--- src/rtl/sega_joy_pkg.sv ---
// Shared types and constants for the Sega DB9 joystick scanner.
// Button word order, MSB first: {M,X,Y,Z,S,A,C,B,R,L,D,U}, all active-low.
package sega_joy_pkg;

  typedef enum logic [2:0] {
    ST0     = 3'd0,
    ST1     = 3'd1,
    ST2     = 3'd2,
    ST3     = 3'd3,
    ST4     = 3'd4,
    ST5     = 3'd5,
    ST6     = 3'd6,
    ST_IDLE = 3'd7
  } step_e;

  localparam int U = 0;
  localparam int D = 1;
  localparam int L = 2;
  localparam int R = 3;
  localparam int B = 4;
  localparam int C = 5;
  localparam int A = 6;
  localparam int S = 7;
  localparam int Z = 8;
  localparam int Y = 9;
  localparam int X = 10;
  localparam int M = 11;

  // Raw DB9 pin positions inside a joy*_i vector
  localparam int PIN_U  = 0;
  localparam int PIN_D  = 1;
  localparam int PIN_L  = 2;
  localparam int PIN_R  = 3;
  localparam int PIN_P6 = 4;
  localparam int PIN_P9 = 5;

  localparam logic [11:0] JOY_IDLE = 12'hFFF;

  function automatic logic step_select(step_e s);
    return !(s == ST0 || s == ST3 || s == ST5);
  endfunction

endpackage

--- src/rtl/sega_joy_tick.sv ---
// Scan-step prescaler: counts 0..TICK_DIV-1 and flags the last count.
module sega_joy_tick #(
  parameter int TICK_DIV = 704
) (
  input  logic clk_i,
  input  logic res_n_i,
  output logic tick_o
);

  localparam int CW = $clog2(TICK_DIV);
  localparam logic [CW-1:0] CNT_LAST = CW'(TICK_DIV - 1);

  logic [CW-1:0] cnt_q, cnt_d;

  always_comb begin
    tick_o = (cnt_q == CNT_LAST);
    cnt_d  = tick_o ? '0 : cnt_q + 1'b1;
  end

  always_ff @(posedge clk_i or negedge res_n_i) begin
    if (!res_n_i) cnt_q <= '0;
    else          cnt_q <= cnt_d;
  end

endmodule

--- src/rtl/sega_joy_scanner.sv ---
// Two-port Sega joystick scanner: drives the shared select line through the
// multiplex sequence, classifies each pad and publishes whole frames only.
module sega_joy_scanner
  import sega_joy_pkg::*;
#(
  parameter int TICK_DIV   = 704,
  parameter int IDLE_TICKS = 249
) (
  input  logic        clk_i,
  input  logic        res_n_i,
  input  logic [5:0]  joy1_i,
  input  logic [5:0]  joy2_i,
  output logic        select_o,
  output logic [11:0] joy1_o,
  output logic [11:0] joy2_o,
  output logic        six1_o,
  output logic        six2_o,
  output logic        frame_o
);

  localparam int IW = $clog2(IDLE_TICKS);
  localparam logic [IW-1:0] IDLE_LAST = IW'(IDLE_TICKS - 1);

  logic tick;

  sega_joy_tick #(.TICK_DIV(TICK_DIV)) u_tick (
    .clk_i  (clk_i),
    .res_n_i(res_n_i),
    .tick_o (tick)
  );

  logic [11:0]       meta_q, meta_d, sync_q, sync_d;
  step_e             state_q, state_d;
  logic [IW-1:0]     idle_q, idle_d;
  logic              select_q, select_d;
  logic [1:0][11:0]  shadow_q, shadow_d;
  logic [1:0]        six_sh_q, six_sh_d;
  logic [1:0][11:0]  out_q, out_d;
  logic [1:0]        six_out_q, six_out_d;
  logic              frame_q, frame_d;
  logic [5:0]        pins;
  logic [11:0]       word;

  always_comb begin
    meta_d    = {joy2_i, joy1_i};
    sync_d    = meta_q;
    state_d   = state_q;
    idle_d    = idle_q;
    select_d  = select_q;
    shadow_d  = shadow_q;
    six_sh_d  = six_sh_q;
    out_d     = out_q;
    six_out_d = six_out_q;
    frame_d   = 1'b0;
    pins      = '1;
    word      = JOY_IDLE;

    if (tick) begin
      case (state_q)
        ST0:     state_d = ST1;
        ST1:     state_d = ST2;
        ST2:     state_d = ST3;
        ST3:     state_d = ST4;
        ST4:     state_d = ST5;
        ST5:     state_d = ST6;
        ST6: begin
          state_d = ST_IDLE;
          idle_d  = IDLE_LAST;
        end
        ST_IDLE: begin
          if (idle_q == '0) state_d = ST0;
          else              idle_d  = idle_q - 1'b1;
        end
        default: state_d = ST0;
      endcase
      select_d = step_select(state_d);

      // Sampled pins reflect the select level held during the step being left
      for (int p = 0; p < 2; p++) begin
        pins = sync_q[p*6 +: 6];
        word = shadow_q[p];
        case (state_q)
          ST2: begin
            word    = JOY_IDLE;
            word[U] = pins[PIN_U];
            word[D] = pins[PIN_D];
            word[L] = pins[PIN_L];
            word[R] = pins[PIN_R];
            word[B] = pins[PIN_P6];
            word[C] = pins[PIN_P9];
            shadow_d[p] = word;
            six_sh_d[p] = 1'b0;
          end
          ST3: begin
            if (!pins[PIN_R] && !pins[PIN_L]) begin
              word[A] = pins[PIN_P6];
              word[S] = pins[PIN_P9];
            end else begin
              word[B] = pins[PIN_P6];
              word[C] = pins[PIN_P9];
              word[A] = 1'b1;
              word[S] = 1'b1;
            end
            shadow_d[p] = word;
          end
          ST5: begin
            if (pins[3:0] == 4'h0) six_sh_d[p] = 1'b1;
          end
          ST6: begin
            word[Z] = six_sh_q[p] ? pins[PIN_U] : 1'b1;
            word[Y] = six_sh_q[p] ? pins[PIN_D] : 1'b1;
            word[X] = six_sh_q[p] ? pins[PIN_L] : 1'b1;
            word[M] = six_sh_q[p] ? pins[PIN_R] : 1'b1;
            shadow_d[p]  = word;
            out_d[p]     = word;
            six_out_d[p] = six_sh_q[p];
            frame_d      = 1'b1;
          end
          default: ;
        endcase
      end
    end
  end

  always_ff @(posedge clk_i or negedge res_n_i) begin
    if (!res_n_i) begin
      meta_q    <= '1;
      sync_q    <= '1;
      state_q   <= ST0;
      idle_q    <= '0;
      select_q  <= 1'b1;
      shadow_q  <= {JOY_IDLE, JOY_IDLE};
      six_sh_q  <= '0;
      out_q     <= {JOY_IDLE, JOY_IDLE};
      six_out_q <= '0;
      frame_q   <= 1'b0;
    end else begin
      meta_q    <= meta_d;
      sync_q    <= sync_d;
      state_q   <= state_d;
      idle_q    <= idle_d;
      select_q  <= select_d;
      shadow_q  <= shadow_d;
      six_sh_q  <= six_sh_d;
      out_q     <= out_d;
      six_out_q <= six_out_d;
      frame_q   <= frame_d;
    end
  end

  assign select_o = select_q;
  assign joy1_o   = out_q[0];
  assign joy2_o   = out_q[1];
  assign six1_o   = six_out_q[0];
  assign six2_o   = six_out_q[1];
  assign frame_o  = frame_q;

endmodule

--- config.mk ---
export PLATFORM = sky130hd
export DESIGN_NAME = sega_joy_scanner
export DESIGN_NICKNAME = d
export VERILOG_FILES = /design/src/rtl/sega_joy_pkg.sv /design/src/rtl/sega_joy_tick.sv /design/src/rtl/sega_joy_scanner.sv
export SDC_FILE = /design/constraint.sdc
export NUM_CORES = 1
export LEC_CHECK = 0
export BUFFER_PORTS_ARGS = -buffer_cell sky130_fd_sc_hd__buf_2
export CAP_MARGIN = 10
export CORE_MARGIN = 3
export CORE_UTILIZATION = 45
export CTS_CLUSTER_SIZE = 40
export DETAILED_ROUTE_END_ITERATION = 8
export GPL_TIMING_DRIVEN = 0
export PLACE_DENSITY_LB_ADDON = 0.05
export SYNTH_ARGS = -nofsm -noshare
export SYNTH_HDL_FRONTEND = slang
export SYNTH_SLANG_ARGS = --single-unit
--- constraint.sdc ---
create_clock -name clk_i -period 5.2 [get_ports clk_i]
set_input_delay 0.78 -clock clk_i [delete_from_list [all_inputs] [get_ports clk_i]]
set_output_delay 0.78 -clock clk_i [all_outputs]
set_load 0.05 [all_outputs]
# ---- Yosys cells after proc, flatten, opt, wreduce, memory -nomap -nowiden
# Index checks and enable logic that the tools add are counted.
dict set report op_classes {
  bitwise 2
  reduce_logical 25
  n_eq_ne 15
  muxes 26
  addsub 2
}
# cell n
set op_table {}
lappend op_table {{$pmux 8 s3} 2}
lappend op_table {{$pmux 3 s8} 1}
lappend op_table {{$pmux 8 s2} 1}
lappend op_table {{$eq 3x3->1 const B} 5}
lappend op_table {{$mux 1} 12}
lappend op_table {{$reduce_and 3->1} 4}
lappend op_table {{$reduce_and 4->1} 3}
lappend op_table {{$add 10x1->10 const B} 1}
lappend op_table {{$eq 10x10->1 const B} 1}
lappend op_table {{$mux 10} 1}
lappend op_table {{$ne 2x2->1 const B} 5}
lappend op_table {{$eq 3x2->1 const B} 3}
lappend op_table {{$logic_not 4->1} 2}
lappend op_table {{$logic_not 8->1} 1}
lappend op_table {{$mux 2} 4}
lappend op_table {{$mux 8} 1}
lappend op_table {{$sub 8x1->8 const B} 1}
lappend op_table {{$logic_not 3->1} 2}
lappend op_table {{$mux 3} 2}
lappend op_table {{$reduce_bool 2->1} 3}
lappend op_table {{$logic_not 1->1} 5}
lappend op_table {{$pmux 1 s2} 2}
lappend op_table {{$eq 3x1->1 const B} 1}
lappend op_table {{$logic_and 1x1->1} 2}
lappend op_table {{other kinds (3)} 5}
dict set report totals {
  regBits 91
  elab_cells 88
  output_inout_bits 28
  in_bits 14
}

# ---- Logic depth before layout (Yosys ltp)
dict set report depth {
  depth_word 8
  ltp_mapped 6
  ltp_nobuf 6
}

# ---- By module
# From an unflattened synthesis, not the netlist that was laid out.
dict set report hier_totals {
  hier_cells 315
  area_unflattened_um2 3623.5
}
# module area_each_um2 seq_area_each_um2 instances cells_per_inst
set modules_own_cells {}
lappend modules_own_cells {sega_joy_scanner 3138.0 2108.3 1 269}
lappend modules_own_cells {sega_joy_tick 485.5 250.2 1 46}

# ---- Worst setup path after synthesis
# Ideal clock, no wire load.
dict set report synth_timing {
  path_kind {register -> register}
  start {register u_tick.cnt_q[0]}
  end {register shadow_q[16] (netlist name)}
  setup_ns 0.082
  required_ns 5.118
  path_buffers 0
  synth_period_minus_slack_ns 1.852
  stages_incl_launch_ff 6
  path_slack_ns 3.348
  arrival_time_ns 1.769
  path_cell_list {dfrtp_1 ha_1 nand3_4 nor4_4 o31a_1 mux2_2}
}
dict set report synth_via {
  elab_chain_cells 2
}
# item line_no
set synth_rtl {}
lappend synth_rtl {{from (decl)} sega_joy_tick.sv:13} ;# logic [CW-1:0] cnt_q, cnt_d;
lappend synth_rtl {{from (signal assigned)} sega_joy_tick.sv:22} ;# else cnt_q <= cnt_d;
lappend synth_rtl {{$eq 10x10->1} sega_joy_tick.sv:16} ;# tick_o = (cnt_q == CNT_LAST);
lappend synth_rtl {{$reduce_and 4->1 (no line)} -}
lappend synth_rtl {{to (signal assigned)} sega_joy_scanner.sv:132} ;# shadow_q <= {JOY_IDLE, JOY_IDLE};
lappend synth_rtl {{to (signal assigned)} sega_joy_scanner.sv:143} ;# shadow_q <= shadow_d;
lappend synth_rtl {{to (decl)} sega_joy_scanner.sv:36} ;# logic [1:0][11:0] shadow_q, shadow_d;
# Every way passes these cells.
# A chain may end at the register's enable or synchronous reset.

# ---- Worst setup path after layout
# Same ends and word-level chain as after synthesis.

==> results.env <==
RESULT_OF_THE_RUN='complete, no violations'
R2R_CELLS=5
UNREPAIRED_SETUP_ENDPOINTS_AFTER_GLOBAL_ROUTING='no'
WORST-SETUP-PATH-TYPE='reg2reg'
MOST_COMMON_CELL_AFTER_LAYOUT_FILL_AND_TAPS_ASIDE='dfstp_2'
POST_CTS_SIZING_COUNT=0
CP_CELL_SEQUENCE='ha_1, nand3_4, nor4_4, o31a_1, mux2_2'
NETLIST_AREA_UM2=3780
TIMING.RR.START='u_tick.cnt_q[0]$_DFF_PN0_'
GLOBAL_ROUTE.USAGE.TOTAL_PCT=14.6
AVGSYNTHCELLAREA_UM2=14.0
GRT.OVERFLOW.TOTAL=0
SYNTH-WARNING-COUNT=0
NUMBER_OF_BUFFERS_ADDED_TO_FIX_HOLD_VIOLATIONS_AFTER_CTS=0
FLOORPLAN.ROWS=32
CLOCKBUFFERDEPTH=2
DP.FINAL_HPWL_MM=4.40
CRITICAL_PATH.N_BUFFERS_INVERTERS=0
DIODES=0
DRTITER0DRC=57
CRITICAL_PATH_REQUIRED_PS=5480
PLACEABLECOREAREA_UM2=7930
FINALHOLDVIOLCOUNT=0
SYN-INSTANCE-COUNT=269
DETAILEDROUTE.FIRSTPASSITERATIONCOUNT=5
PORT_BUFFERS=41
HOLDCRITPATHCLASS='in2async'
CRITICAL_PATH.TOP_DELAY_FAMILY='simple AND/OR/NAND/NOR gates'
GRT_MAX_DEGREE=65
FILLCELLCOUNT=699
AREA_OF_THE_MULTI_INPUT_GATES_UM2=1350
TRITONCTS.NUM_BUFFERS=9
MAX_CAP_VIOLATIONS=0
START_UTIL_PCT=47.6
FINAL_AREA_UM2=4330
REGAREA_UM2=2360
ROUTED_VIA_DENSITY=5.15
POSTSYNTHREGISTERBITS=91
TRITONCTS='done'
H-TREE-DEPTH=3
CRITICAL_PATH_PEAK_FANOUT=10
CLKLATENCYLATEPIN_PS=350
CP_SLOWEST_STAGE_DELAY_PS=590
FIRST_GLOBAL_VIAS=2236
IOPINCOUNT=42
FINALSETUPVIOLCOUNT=0
FINALSETUPTNS_PS=0
TIMING.CRITICAL_PATH.ARRIVAL_PS=2360
WIRELENGTH_MM=6.50
DRT_DRC_VIOLATIONS_LEFT=0
CLOCK_TREE_ROOT_BUFFER_CELL='clkbuf_8'
CRIT_PATH_END_KIND='flop'
SYNTHTOLAYOUTAREAGROWTH_PCT=14.7
POWER.DENSITY_nW_PER_UM2=280
CRIT_PATH_TOP_DELAY_CELL='nor4_4'
DRIVE_GT1_SHARE_PCT=53.2
DRTANTENNAVIOLNETS=0
FIN_CRIT_SH_PCT=39.9
DR_TOTAL_VIAS=2211
YS_ASYNC_SR_FRACTION_PCT=100
SYNTH_NETS=285
CLOCK_SKEW_PS=10.5
LEAKAGEPOWER_nW=1.89
CTS.CLK_SLEW.WORST_PATHS_PS=90
MAX_FREQ_MHz=481
SEQUENTIAL_FRACTION_OF_THE_SYNTHESIS_AREA_PCT=62.4
LAYOUT.CELLS.MOST_COMMON_LIST='65 x dfstp_2, 41 x buf_2, 26 x dfrtp_1'
FINAL-MAX-SLEW-VIOLATION-COUNT=0
SYNTH_FLOP_CELL='dfstp_2'
TIGHTEST_SLEW_PS=647
GRT_PASS1_WL_MM=11.2
POSTCTSSETUPREPAIRBUFS=0
FINAL_PERIOD_MINUS_WORST_SETUP_SLACK_PS=2080
WORST_SETUP_PATH_START_KIND='flop'
WL_PER_CELL_UM=15.1
VDD.IR_DROP.WORST_V=0.000143
WORST_R2R_ENDPOINT='shadow_q[16]$_DFFE_PN1P_'
ANTENNA_VIOLATIONS_BEFORE_REPAIR=0
CTS.SINKS=91
FINALWEIGHTEDCONGESTION=0.767
SLEW-LIMIT-HEADROOM_PCT=55.7
DIE-HEIGHT_UM=97.6
FLOORPLAN.DIE_AREA_UM2=9530
RRSETUPSLACK_PS=3120
NETLIST-CELL-TYPE-COUNT=47
SYNTH-EDFF-COUNT=0
NNETSFINAL=338
DETAILED_PLACE.AREA_UM2=4140
HORIZONTAL_EXTENT_OF_THE_DIE_UM=97.6
CRITICAL_PATH_CELL_COUNT=5
[Yosys cell counts (all sizes together) (4+ instances only)]
cell type | count | area, µm²
inv | 5 | 18.8
o21ai | 7 | 35.0
nand2 | 13 | 48.8
dfstp | 65 | 1710
nor4 | 6 | 67.6
o211ai | 4 | 30.0
nor3 | 6 | 41.3
buf | 5 | 42.5
nand3 | 8 | 65.1
a21oi | 8 | 40.0
nor2 | 18 | 67.6
nand2b | 13 | 81.3
mux2 | 38 | 499
dfrtp | 26 | 651
[report_power, final]
part	internal, W	total [W]	switching (W)	leakage (nW)
registers	0.000726	0.000731	0.00000481	1.02
clock network	0.000197	0.000461	0.000264	0.0934
logic	0.00000708	0.0000224	0.0000153	0.777
[routing by layer]
layer	track usage (%)	vias to the layer above	routed length (µm)
met2	22.1	50	2930
met3	3.02	6	289
met4	5.86	0	74
li1	-	1061	-
met1	20.6	1094	3200
met5	0	-	0
[worst register-to-register path, delay by kind of cell, from the launching register on]
| family | cells | cell delay (ps) |
|---|---|---|
| adder cells (fa/ha/maj) | 1 | 240 |
| flip-flops | 1 | 390 |
| multiplexers | 1 | 340 |
| AND/OR/NAND/NOR | 2 | 770 |
| AO/OA/AOI/OAI | 1 | 270 |
[cell families (layout without fill, tap and decap cells)]
group,count (synthesis),count (layout),share of synthesized area [%]
flip-flops,91,91,62.4
AND/OR/NAND/NOR,81,81,13.6
multiplexers,39,39,13.5
AO/OA/AOI/OAI,38,38,6.69
buffers and inverters,13,71,1.92
XOR/XNOR,5,5,1.16
adder cells (fa/ha/maj),2,2,0.662
[final cells by class]
| cell class | instances | area share (%) |
|---|---|---|
| Tap cell | 102 | 2.95 |
| Timing Repair Buffer | 42 | 5.43 |
| Clock buffer | 10 | 3.18 |
| Clock inverter | 6 | 1.27 |
| Buffer | 8 | 1.24 |
| Inverter | 5 | 0.433 |
| Sequential cell | 91 | 54.4 |
| Multi-Input combinational cell | 165 | 31.1 |
[per-stage QoR]
step	std cells	setup WS (ps)	util, %	hold slack, ps	total power, W
finish	429	3120	54.7	340	0.00121
CTS	429	3100	54.7	335	0.00124
global placement	412	2540	51.8	346	0.000763
global route	429	2930	54.7	350	0.00127
detailed placement	413	3110	52.2	347	0.000767
floorplan	269	3350	-	345	0.000743
[worst max-delay path by stage]
| stage | startpoint | slack [ps] | to |
|---|---|---|---|
| final | u_tick.cnt_q[0]$_DFF_PN0_ | 3120 | shadow_q[16]$_DFFE_PN1P_ |
| after global routing | u_tick.cnt_q[0]$_DFF_PN0_ | 2930 | shadow_q[16]$_DFFE_PN1P_ |
| after CTS | u_tick.cnt_q[0]$_DFF_PN0_ | 3100 | shadow_q[16]$_DFFE_PN1P_ |
| after detailed placement | u_tick.cnt_q[0]$_DFF_PN0_ | 3110 | shadow_q[17]$_DFFE_PN1P_ |
| after global placement | res_n_i | 2540 | state_q[2]$_DFFE_PN0N_ |
| after floorplan | u_tick.cnt_q[0]$_DFF_PN0_ | 3350 | shadow_q[16]$_DFFE_PN1P_ |
[flip-flops by register name, indices dropped and copies added, names as in the netlist]
| signal | cells |
|---|---|
| frame_o | 1 |
| idle_q | 8 |
| joy1_o | 12 |
| joy2_o | 12 |
| meta_q | 12 |
| select_o | 1 |
| shadow_q | 16 |
| six_out_q | 2 |
| six_sh_q | 2 |
| state_q | 3 |
| sync_q | 12 |
| u_tick.cnt_q | 10 |
Power figures use the tool's default switching activity.
